==> src/rtl/mac_hdr_lookup_if.sv <==
// Ingress byte stream plus MAC-table request/response bundle for mac_hdr_lookup.
// slave = the lookup block, master = the upstream stream source and table.
interface mac_hdr_lookup_if #(
  parameter int pNUM_PORTS  = 4,
  parameter int pADDR_WIDTH = 14
);
  localparam int PW = (pNUM_PORTS > 1) ? $clog2(pNUM_PORTS) : 1;

  logic [7:0]             idata;
  logic                   ivalid;
  logic                   isop;
  logic                   ieop;
  logic [PW-1:0]          iport;
  logic                   otready;
  logic [pADDR_WIDTH-1:0] oda_hash;
  logic [pADDR_WIDTH-1:0] osa_hash;
  logic [PW-1:0]          osrc_port;
  logic                   owr_en;
  logic [PW-1:0]          ilu_port;
  logic                   ilu_ready;
  logic                   ores_valid;
  logic [PW-1:0]          ores_port;
  logic                   ores_flood;
  logic                   ores_timeout;
  logic [15:0]            odrop_cnt;

  modport slave (
    input  idata, ivalid, isop, ieop, iport, ilu_port, ilu_ready,
    output otready, oda_hash, osa_hash, osrc_port, owr_en,
    output ores_valid, ores_port, ores_flood, ores_timeout, odrop_cnt
  );

  modport master (
    output idata, ivalid, isop, ieop, iport, ilu_port, ilu_ready,
    input  otready, oda_hash, osa_hash, osrc_port, owr_en,
    input  ores_valid, ores_port, ores_flood, ores_timeout, odrop_cnt
  );
endinterface

==> src/rtl/mac_hdr_lookup.sv <==
// Captures DA/SA from each frame header, issues one learn/lookup to the MAC table, returns a forwarding decision.
// Latency: byte 11 at T -> owr_en at T+1 -> ores_valid >= T+3; otready drops during LOOKUP/RESP to stall the byte stream.
module mac_hdr_lookup #(
  parameter int pNUM_PORTS  = 4,
  parameter int pADDR_WIDTH = 14,
  parameter int pTIMEOUT    = 64
) (
  input  logic            iclk,
  input  logic            irst_n,
  mac_hdr_lookup_if.slave bus
);
  localparam int PW   = (pNUM_PORTS > 1) ? $clog2(pNUM_PORTS) : 1;
  localparam int NSL  = (48 + pADDR_WIDTH - 1) / pADDR_WIDTH;
  localparam int EXTW = NSL * pADDR_WIDTH;
  localparam int TW   = $clog2(pTIMEOUT + 1);

  typedef enum logic [2:0] {ST_IDLE, ST_HDR, ST_LOOKUP, ST_RESP, ST_DRAIN} state_t;

  state_t                 state, state_nxt;
  logic [87:0]            hdr;
  logic [95:0]            hdr_nxt;
  logic [3:0]             idx;
  logic [PW-1:0]          src_port;
  logic                   da_mc;
  logic                   last_eop;
  logic [TW-1:0]          tcnt;
  logic [pADDR_WIDTH-1:0] da_hash_q, sa_hash_q;
  logic [PW-1:0]          src_q;
  logic                   wr_en_q;
  logic                   res_vld_q;
  logic [PW-1:0]          res_port_q;
  logic                   res_flood_q, res_to_q;
  logic [15:0]            drop_q;
  logic                   rdy, accept;
  logic                   cap_first, cap_byte, drop_inc, go_lookup, lu_hit, lu_to;

  // XOR of pADDR_WIDTH-bit slices; the top slice is zero-extended.
  function automatic logic [pADDR_WIDTH-1:0] fold(input logic [47:0] a);
    logic [EXTW-1:0]        ext;
    logic [pADDR_WIDTH-1:0] h;
    ext = EXTW'(a);
    h   = '0;
    for (int i = 0; i < NSL; i++) h ^= ext[i*pADDR_WIDTH +: pADDR_WIDTH];
    return h;
  endfunction

  assign rdy     = (state == ST_IDLE) || (state == ST_HDR) || (state == ST_DRAIN);
  assign accept  = bus.ivalid && rdy;
  assign hdr_nxt = {hdr, bus.idata};

  always_ff @(posedge iclk or negedge irst_n) begin
    if (!irst_n) state <= ST_IDLE;
    else         state <= state_nxt;
  end

  always_comb begin
    state_nxt = state;
    cap_first = 1'b0;
    cap_byte  = 1'b0;
    drop_inc  = 1'b0;
    go_lookup = 1'b0;
    lu_hit    = 1'b0;
    lu_to     = 1'b0;
    case (state)
      ST_IDLE: begin
        if (accept && bus.isop) begin
          cap_first = 1'b1;
          state_nxt = ST_HDR;
        end
      end
      ST_HDR: begin
        if (accept) begin
          if (bus.isop) begin
            cap_first = 1'b1;
            drop_inc  = 1'b1;
          end else begin
            cap_byte = 1'b1;
            if (idx == 4'd11) begin
              go_lookup = 1'b1;
              state_nxt = ST_LOOKUP;
            end else if (bus.ieop) begin
              drop_inc  = 1'b1;
              state_nxt = ST_IDLE;
            end
          end
        end
      end
      ST_LOOKUP: begin
        // The first LOOKUP cycle carries the learn write, so ready is not trusted until the second.
        if (tcnt != '0 && bus.ilu_ready) begin
          lu_hit    = 1'b1;
          state_nxt = ST_RESP;
        end else if (tcnt == TW'(pTIMEOUT - 1)) begin
          lu_to     = 1'b1;
          state_nxt = ST_RESP;
        end
      end
      ST_RESP: state_nxt = last_eop ? ST_IDLE : ST_DRAIN;
      ST_DRAIN: begin
        if (accept) begin
          if (bus.isop) begin
            cap_first = 1'b1;
            drop_inc  = 1'b1;
            state_nxt = ST_HDR;
          end else if (bus.ieop) begin
            state_nxt = ST_IDLE;
          end
        end
      end
      default: state_nxt = ST_IDLE;
    endcase
  end

  always_ff @(posedge iclk or negedge irst_n) begin
    if (!irst_n) begin
      hdr         <= '0;
      idx         <= '0;
      src_port    <= '0;
      da_mc       <= 1'b0;
      last_eop    <= 1'b0;
      tcnt        <= '0;
      da_hash_q   <= '0;
      sa_hash_q   <= '0;
      src_q       <= '0;
      wr_en_q     <= 1'b0;
      res_vld_q   <= 1'b0;
      res_port_q  <= '0;
      res_flood_q <= 1'b0;
      res_to_q    <= 1'b0;
      drop_q      <= '0;
    end else begin
      if (cap_first) begin
        hdr      <= {80'b0, bus.idata};
        src_port <= bus.iport;
        idx      <= 4'd1;
      end else if (cap_byte) begin
        hdr <= hdr_nxt[87:0];
        idx <= idx + 4'd1;
      end

      wr_en_q <= 1'b0;
      if (go_lookup) begin
        da_hash_q <= fold(hdr_nxt[95:48]);
        sa_hash_q <= fold(hdr_nxt[47:0]);
        src_q     <= src_port;
        wr_en_q   <= ~hdr_nxt[40];
        da_mc     <= hdr_nxt[88];
        last_eop  <= bus.ieop;
        tcnt      <= '0;
      end else if (state == ST_LOOKUP) begin
        tcnt <= tcnt + 1'b1;
      end

      res_vld_q <= lu_hit | lu_to;
      if (lu_hit) begin
        res_port_q  <= bus.ilu_port;
        res_flood_q <= da_mc || (bus.ilu_port == src_q);
        res_to_q    <= 1'b0;
      end else if (lu_to) begin
        res_port_q  <= '0;
        res_flood_q <= 1'b1;
        res_to_q    <= 1'b1;
      end

      if (drop_inc && drop_q != 16'hFFFF) drop_q <= drop_q + 16'd1;
    end
  end

  assign bus.otready      = rdy;
  assign bus.oda_hash     = da_hash_q;
  assign bus.osa_hash     = sa_hash_q;
  assign bus.osrc_port    = src_q;
  assign bus.owr_en       = wr_en_q;
  assign bus.ores_valid   = res_vld_q;
  assign bus.ores_port    = res_port_q;
  assign bus.ores_flood   = res_flood_q;
  assign bus.ores_timeout = res_to_q;
  assign bus.odrop_cnt    = drop_q;
endmodule
==> src/flat_wrapper.sv <==
// flat-port wrapper written by rule: the top's interface ports become plain ports
module mac_hdr_lookup_flat 
#(
  parameter int pNUM_PORTS  = 4,
  parameter int pADDR_WIDTH = 14,
  parameter int pTIMEOUT    = 64
)
  (iclk, irst_n, bus_idata, bus_ivalid, bus_isop, bus_ieop, bus_iport, bus_ilu_port, bus_ilu_ready, bus_otready, bus_oda_hash, bus_osa_hash, bus_osrc_port, bus_owr_en, bus_ores_valid, bus_ores_port, bus_ores_flood, bus_ores_timeout, bus_odrop_cnt);
  mac_hdr_lookup_if #(.pNUM_PORTS(pNUM_PORTS), .pADDR_WIDTH(pADDR_WIDTH)) bus_i ();
  input  logic iclk;
  input  logic irst_n;
  input wire logic [$bits(bus_i.idata)-1:0] bus_idata;
  input wire logic [$bits(bus_i.ivalid)-1:0] bus_ivalid;
  input wire logic [$bits(bus_i.isop)-1:0] bus_isop;
  input wire logic [$bits(bus_i.ieop)-1:0] bus_ieop;
  input wire logic [$bits(bus_i.iport)-1:0] bus_iport;
  input wire logic [$bits(bus_i.ilu_port)-1:0] bus_ilu_port;
  input wire logic [$bits(bus_i.ilu_ready)-1:0] bus_ilu_ready;
  output wire logic [$bits(bus_i.otready)-1:0] bus_otready;
  output wire logic [$bits(bus_i.oda_hash)-1:0] bus_oda_hash;
  output wire logic [$bits(bus_i.osa_hash)-1:0] bus_osa_hash;
  output wire logic [$bits(bus_i.osrc_port)-1:0] bus_osrc_port;
  output wire logic [$bits(bus_i.owr_en)-1:0] bus_owr_en;
  output wire logic [$bits(bus_i.ores_valid)-1:0] bus_ores_valid;
  output wire logic [$bits(bus_i.ores_port)-1:0] bus_ores_port;
  output wire logic [$bits(bus_i.ores_flood)-1:0] bus_ores_flood;
  output wire logic [$bits(bus_i.ores_timeout)-1:0] bus_ores_timeout;
  output wire logic [$bits(bus_i.odrop_cnt)-1:0] bus_odrop_cnt;
  assign bus_i.idata = bus_idata;
  assign bus_i.ivalid = bus_ivalid;
  assign bus_i.isop = bus_isop;
  assign bus_i.ieop = bus_ieop;
  assign bus_i.iport = bus_iport;
  assign bus_i.ilu_port = bus_ilu_port;
  assign bus_i.ilu_ready = bus_ilu_ready;
  assign bus_otready = bus_i.otready;
  assign bus_oda_hash = bus_i.oda_hash;
  assign bus_osa_hash = bus_i.osa_hash;
  assign bus_osrc_port = bus_i.osrc_port;
  assign bus_owr_en = bus_i.owr_en;
  assign bus_ores_valid = bus_i.ores_valid;
  assign bus_ores_port = bus_i.ores_port;
  assign bus_ores_flood = bus_i.ores_flood;
  assign bus_ores_timeout = bus_i.ores_timeout;
  assign bus_odrop_cnt = bus_i.odrop_cnt;
  mac_hdr_lookup #(.pNUM_PORTS(pNUM_PORTS), .pADDR_WIDTH(pADDR_WIDTH), .pTIMEOUT(pTIMEOUT)) u_core (.iclk(iclk), .irst_n(irst_n), .bus(bus_i));
endmodule
==> config.mk <==
export PLATFORM = sky130hd
export DESIGN_NAME = mac_hdr_lookup_flat
export DESIGN_NICKNAME = d
export VERILOG_FILES = /design/src/rtl/mac_hdr_lookup_if.sv /design/src/rtl/mac_hdr_lookup.sv /design/src/flat_wrapper.sv
export SDC_FILE = /design/constraint.sdc
export NUM_CORES = 1
export LEC_CHECK = 0
export ABC_AREA = 1
export CAP_MARGIN = 20
export CORE_AREA = 2 2 148 150
export CTS_BUF_LIST = sky130_fd_sc_hd__clkbuf_16
export DETAILED_ROUTE_END_ITERATION = 8
export DIE_AREA = 0 0 150 152
export GPL_ROUTABILITY_DRIVEN = 1
export PLACE_DENSITY = 0.64
export SLEW_MARGIN = 30
export SYNTH_ARGS = -nofsm -noshare
export SYNTH_HDL_FRONTEND = slang
export SYNTH_SLANG_ARGS = --single-unit
export TNS_END_PERCENT = 10
==> constraint.sdc <==
create_clock -name iclk -period 1.5 [get_ports iclk]
set_input_delay 0.225 -clock iclk [delete_from_list [all_inputs] [get_ports iclk]]
set_output_delay 0.225 -clock iclk [all_outputs]
set_load 0.05 [all_outputs]
==> results.tsv <==
stage	metric	value	unit
yosys	Ys Warns	0	
timing	Rel. slew slack	73.9	%
routing	Final ANT Viol Nets	0	
routing	WL per Instance	14.3	µm
cts	CTS clk-pin slew, worst paths	0.06	ns
die	Initial Util	34.2	%
cells_and_area	Final #Nets	971	
timing	post-layout min period	1.54	ns
pwr	internal power	0.00946	W
critical_path	Req. time, crit path	1.27	ns
grt	Total GRT Usage	15.3	%
grt	vias in the first global route	5729	
yosys	top-count cell post-synth	nand2_1	
timing	Final period util	103	%
place	PortBufs	70	
yosys	Synth top area share	54.1	%
die	Core Box Area	21400	µm²
routing	DR DRC count	0	
cells_and_area	Final Util	47.4	%
critical_path	Worst Setup EP	bus_otready	
yosys	Synth top cells by count	nand2_1, dfrtp_1, o21ai_0	
min_path	Worst Hold Class	input port to asynchronous set/reset pin	
yosys	number of enable flip-flop cells after synthesis	0	
critical_path	R2R depth	7	
pwr	Pwr Density	1410	nW/µm²
cts	CTS sink count	158	
timing	Worst Tran Pin Value	0.391	ns
critical_path	crit start category	flip-flop	
place	DP Wirelength	11800	µm
cells_and_area	n_diodes	0	
timing	setup TNS	-0.393	ns
yosys	leading post-synthesis cells by cell area	dfrtp_1, nand2_1, xnor2_1, o21ai_0, a21oi_1	
critical_path	FF-to-FF End	u_core.hdr[37]	
cells_and_area	ratio of cells with drive above 1 in the final layout	23.8	%
grt	global-route wire length before repair	28100	µm
pwr	Clk network pwr share	28.8	%
routing	total number of vias	5988	
critical_path	Worst Path Max Fanout	4	
pwr	Lkg Pwr	4.42	nW
pwr	worst vdd ir	0.865	mV
yosys	Mapped Cells	831	
yosys	async set-or-reset flop fraction in the synthesized netlist	100	%
grt	grt ovf	0	
critical_path	Crit. Startpoint	u_core.state[0]	
cts	htree depth	4	
yosys	register area share after synthesis	54.1	%
pwr	Final Power	0.0142	W
critical_path	reg-to-reg slack, setup	-0.03	ns
die	die area	22800	µm²
timing	Max Clock Freq	649	MHz
yosys	Main synth FF type	dfrtp_1	
cells_and_area	area grow syn2layout	38.4	%
yosys	unique cell type count in the Yosys netlist	28	
cts	CTS buffer count	17	
cts	clk root buf	clkbuf_16	
timing	RSZ-0062 raised after global routing	true	
outcome	outcome	finished with violations	
pwr	switching pwr	0.00477	W
pwr	Gate power share	31.3	%
yosys	Synth Register Bits	158	
timing	Fin Hold WS	0.279	ns
yosys	Post-Synthesis Cell Area	7310	µm²
job	Max Cap Violations	0	
timing	Slew Limit Fails	0	
cts	clk_lat worst skew	0.42	ns
timing	clk_skew	0.00780	ns
place	routability-driven placement congestion ratio	0.798	
cts	CTS tree	done	
timing	Setup WS post-layout	-0.0403	ns
routing	Routed WL	17800	µm
critical_path	WP data arrival	1.32	ns
cts	Clock Path Buffers	2	
die	I/O pin cnt	71	
pwr	Seq pwr share	39.9	%
timing	final setup violation count	25	
timing	Hold Violations, Final	0	
pwr	Switching Share	33.5	%
grt	pin count of the biggest net entering global routing	51	
critical_path	Worst R2R Start	u_core.state[1]	
yosys	Post-Syn Nets	853	
die	Die W	150	µm
yosys	Syn Area/Cell	8.79	µm²
die	FP Rows	54	
place	DP Worst Slack	-0.253	ns
yosys	most area-hungry cell type in the Yosys netlist	dfrtp_1	
outcome	failing checks	setup timing	
critical_path	crit end category	output pin	
die	Die Y	152	µm
grt	antenna violations before repair	0	
critical_path	Crit Path Category	flip-flop to output pin	
routing	drt pass-1 iters	5	
routing	initial detailed-routing violation count	299	
routing	via/cell ratio	4.83	
layer usage:
metal | vias to the layer above | global-route usage, % | wire length [µm]
met5 | - | 0 | 0
met4 | 0 | 4.90 | 329
met3 | 26 | 3.45 | 731
met2 | 129 | 24.8 | 8770
met1 | 2927 | 20.4 | 7940
li1 | 2906 | - | -
kinds of logic after synthesis:
group | Yosys count | synth area share [%]
AO/OA/AOI/OAI | 141 | 9.86
flip-flops | 158 | 54.1
XOR/XNOR | 80 | 9.59
buffers and inverters | 82 | 5.00
AND/OR/NAND/NOR | 366 | 20.8
adder cells (fa/ha/maj) | 4 | 0.685
worst min path at each step:
stage | startpoint | to | slack (ns) | cells after the start
4_1_cts | irst_n | u_core.tcnt[6] | 0.29 | 2
2_1_floorplan | irst_n | u_core.bus.oda_hash[0] | -0.07 | 0
3_3_place_gp | irst_n | u_core.bus.ores_flood | 0.17 | 1
3_5_place_dp | irst_n | u_core.bus.ores_flood | 0.16 | 1
5_1_grt | irst_n | u_core.bus.ores_flood | 0.31 | 2
6_report | irst_n | u_core.bus.ores_port[0] | 0.28 | 2
placed cells by master, fill, tap and decap left out, types with 4 or more instances in the layout:
cell type	n
a21oi_1	45
a21oi_2	10
buf_12	52
buf_4	49
buf_6	8
clkbuf_16	24
clkdlybuf4s50_1	16
dfrtp_1	142
dfrtp_2	16
inv_1	41
inv_2	6
nand2_1	240
nand2_2	21
nand3_1	41
nand3_2	6
nor2_1	34
nor2_4	4
nor3_1	4
o21ai_0	50
o21ai_1	26
o21ai_2	6
xnor2_1	58
xor2_1	22
flip-flops by register name, summed over array words and instances, names as in the netlist:
name,cells
u_core.hdr,88
u_core.src_port,2
u_core.tcnt,7
u_core.idx,4
u_core.bus.osa_hash,14
u_core.last_eop,1
u_core.bus.odrop_cnt,16
u_core.state,3
u_core.bus.owr_en,1
u_core.bus.osrc_port,2
u_core.bus.ores_timeout,1
u_core.bus.ores_flood,1
u_core.bus.oda_hash,14
u_core.bus.ores_valid,1
u_core.bus.ores_port,2
u_core.da_mc,1
through the flow:
step	instances	area, µm²
2_1_floorplan	831	7380
3_3_place_gp	1196	9110
3_5_place_dp	1196	9110
4_1_cts	1226	9690
5_1_grt	1239	10100
6_report	1239	10100
layout make-up:
cell class,count,area [µm²]
inverters,48,188
clock buffers,17,425
repair buffers,133,1840
flip-flops and latches,158,3970
well taps,280,350
clock inverters,12,126
multi-input cells,591,3210
fillers,2015,11200
worst max-delay path: stages, from the launching register on:
cell,delay (ns)
dfrtp_2,0.46
a21oi_4,0.17
buf_4,0.14
buf_12,0.12
power groups by stage:
stage / Clock, W / Sequential [W] / Combinational [W]
after floorplan: 0 / 0.00593 / 0.00212
after global placement: 0 / 0.00569 / 0.00383
after detailed placement: 0 / 0.00570 / 0.00388
after CTS: 0.00418 / 0.00564 / 0.00390
after global routing: 0.00436 / 0.00576 / 0.00487
final: 0.00410 / 0.00568 / 0.00445
repair_timing:
| action | CTS | global route |
|---|---|---|
| gates cloned | 0 | 7 |
| hold buffers | 1 | 0 |
| resized for setup | 5 | 83 |
| hold endpoints to repair | 30 | 0 |
| pin swaps | 0 | 31 |
| buffers inserted | 0 | 6 |
| setup endpoints to repair | 33 | 153 |
Note: power is estimated with default switching activity, not from simulation.
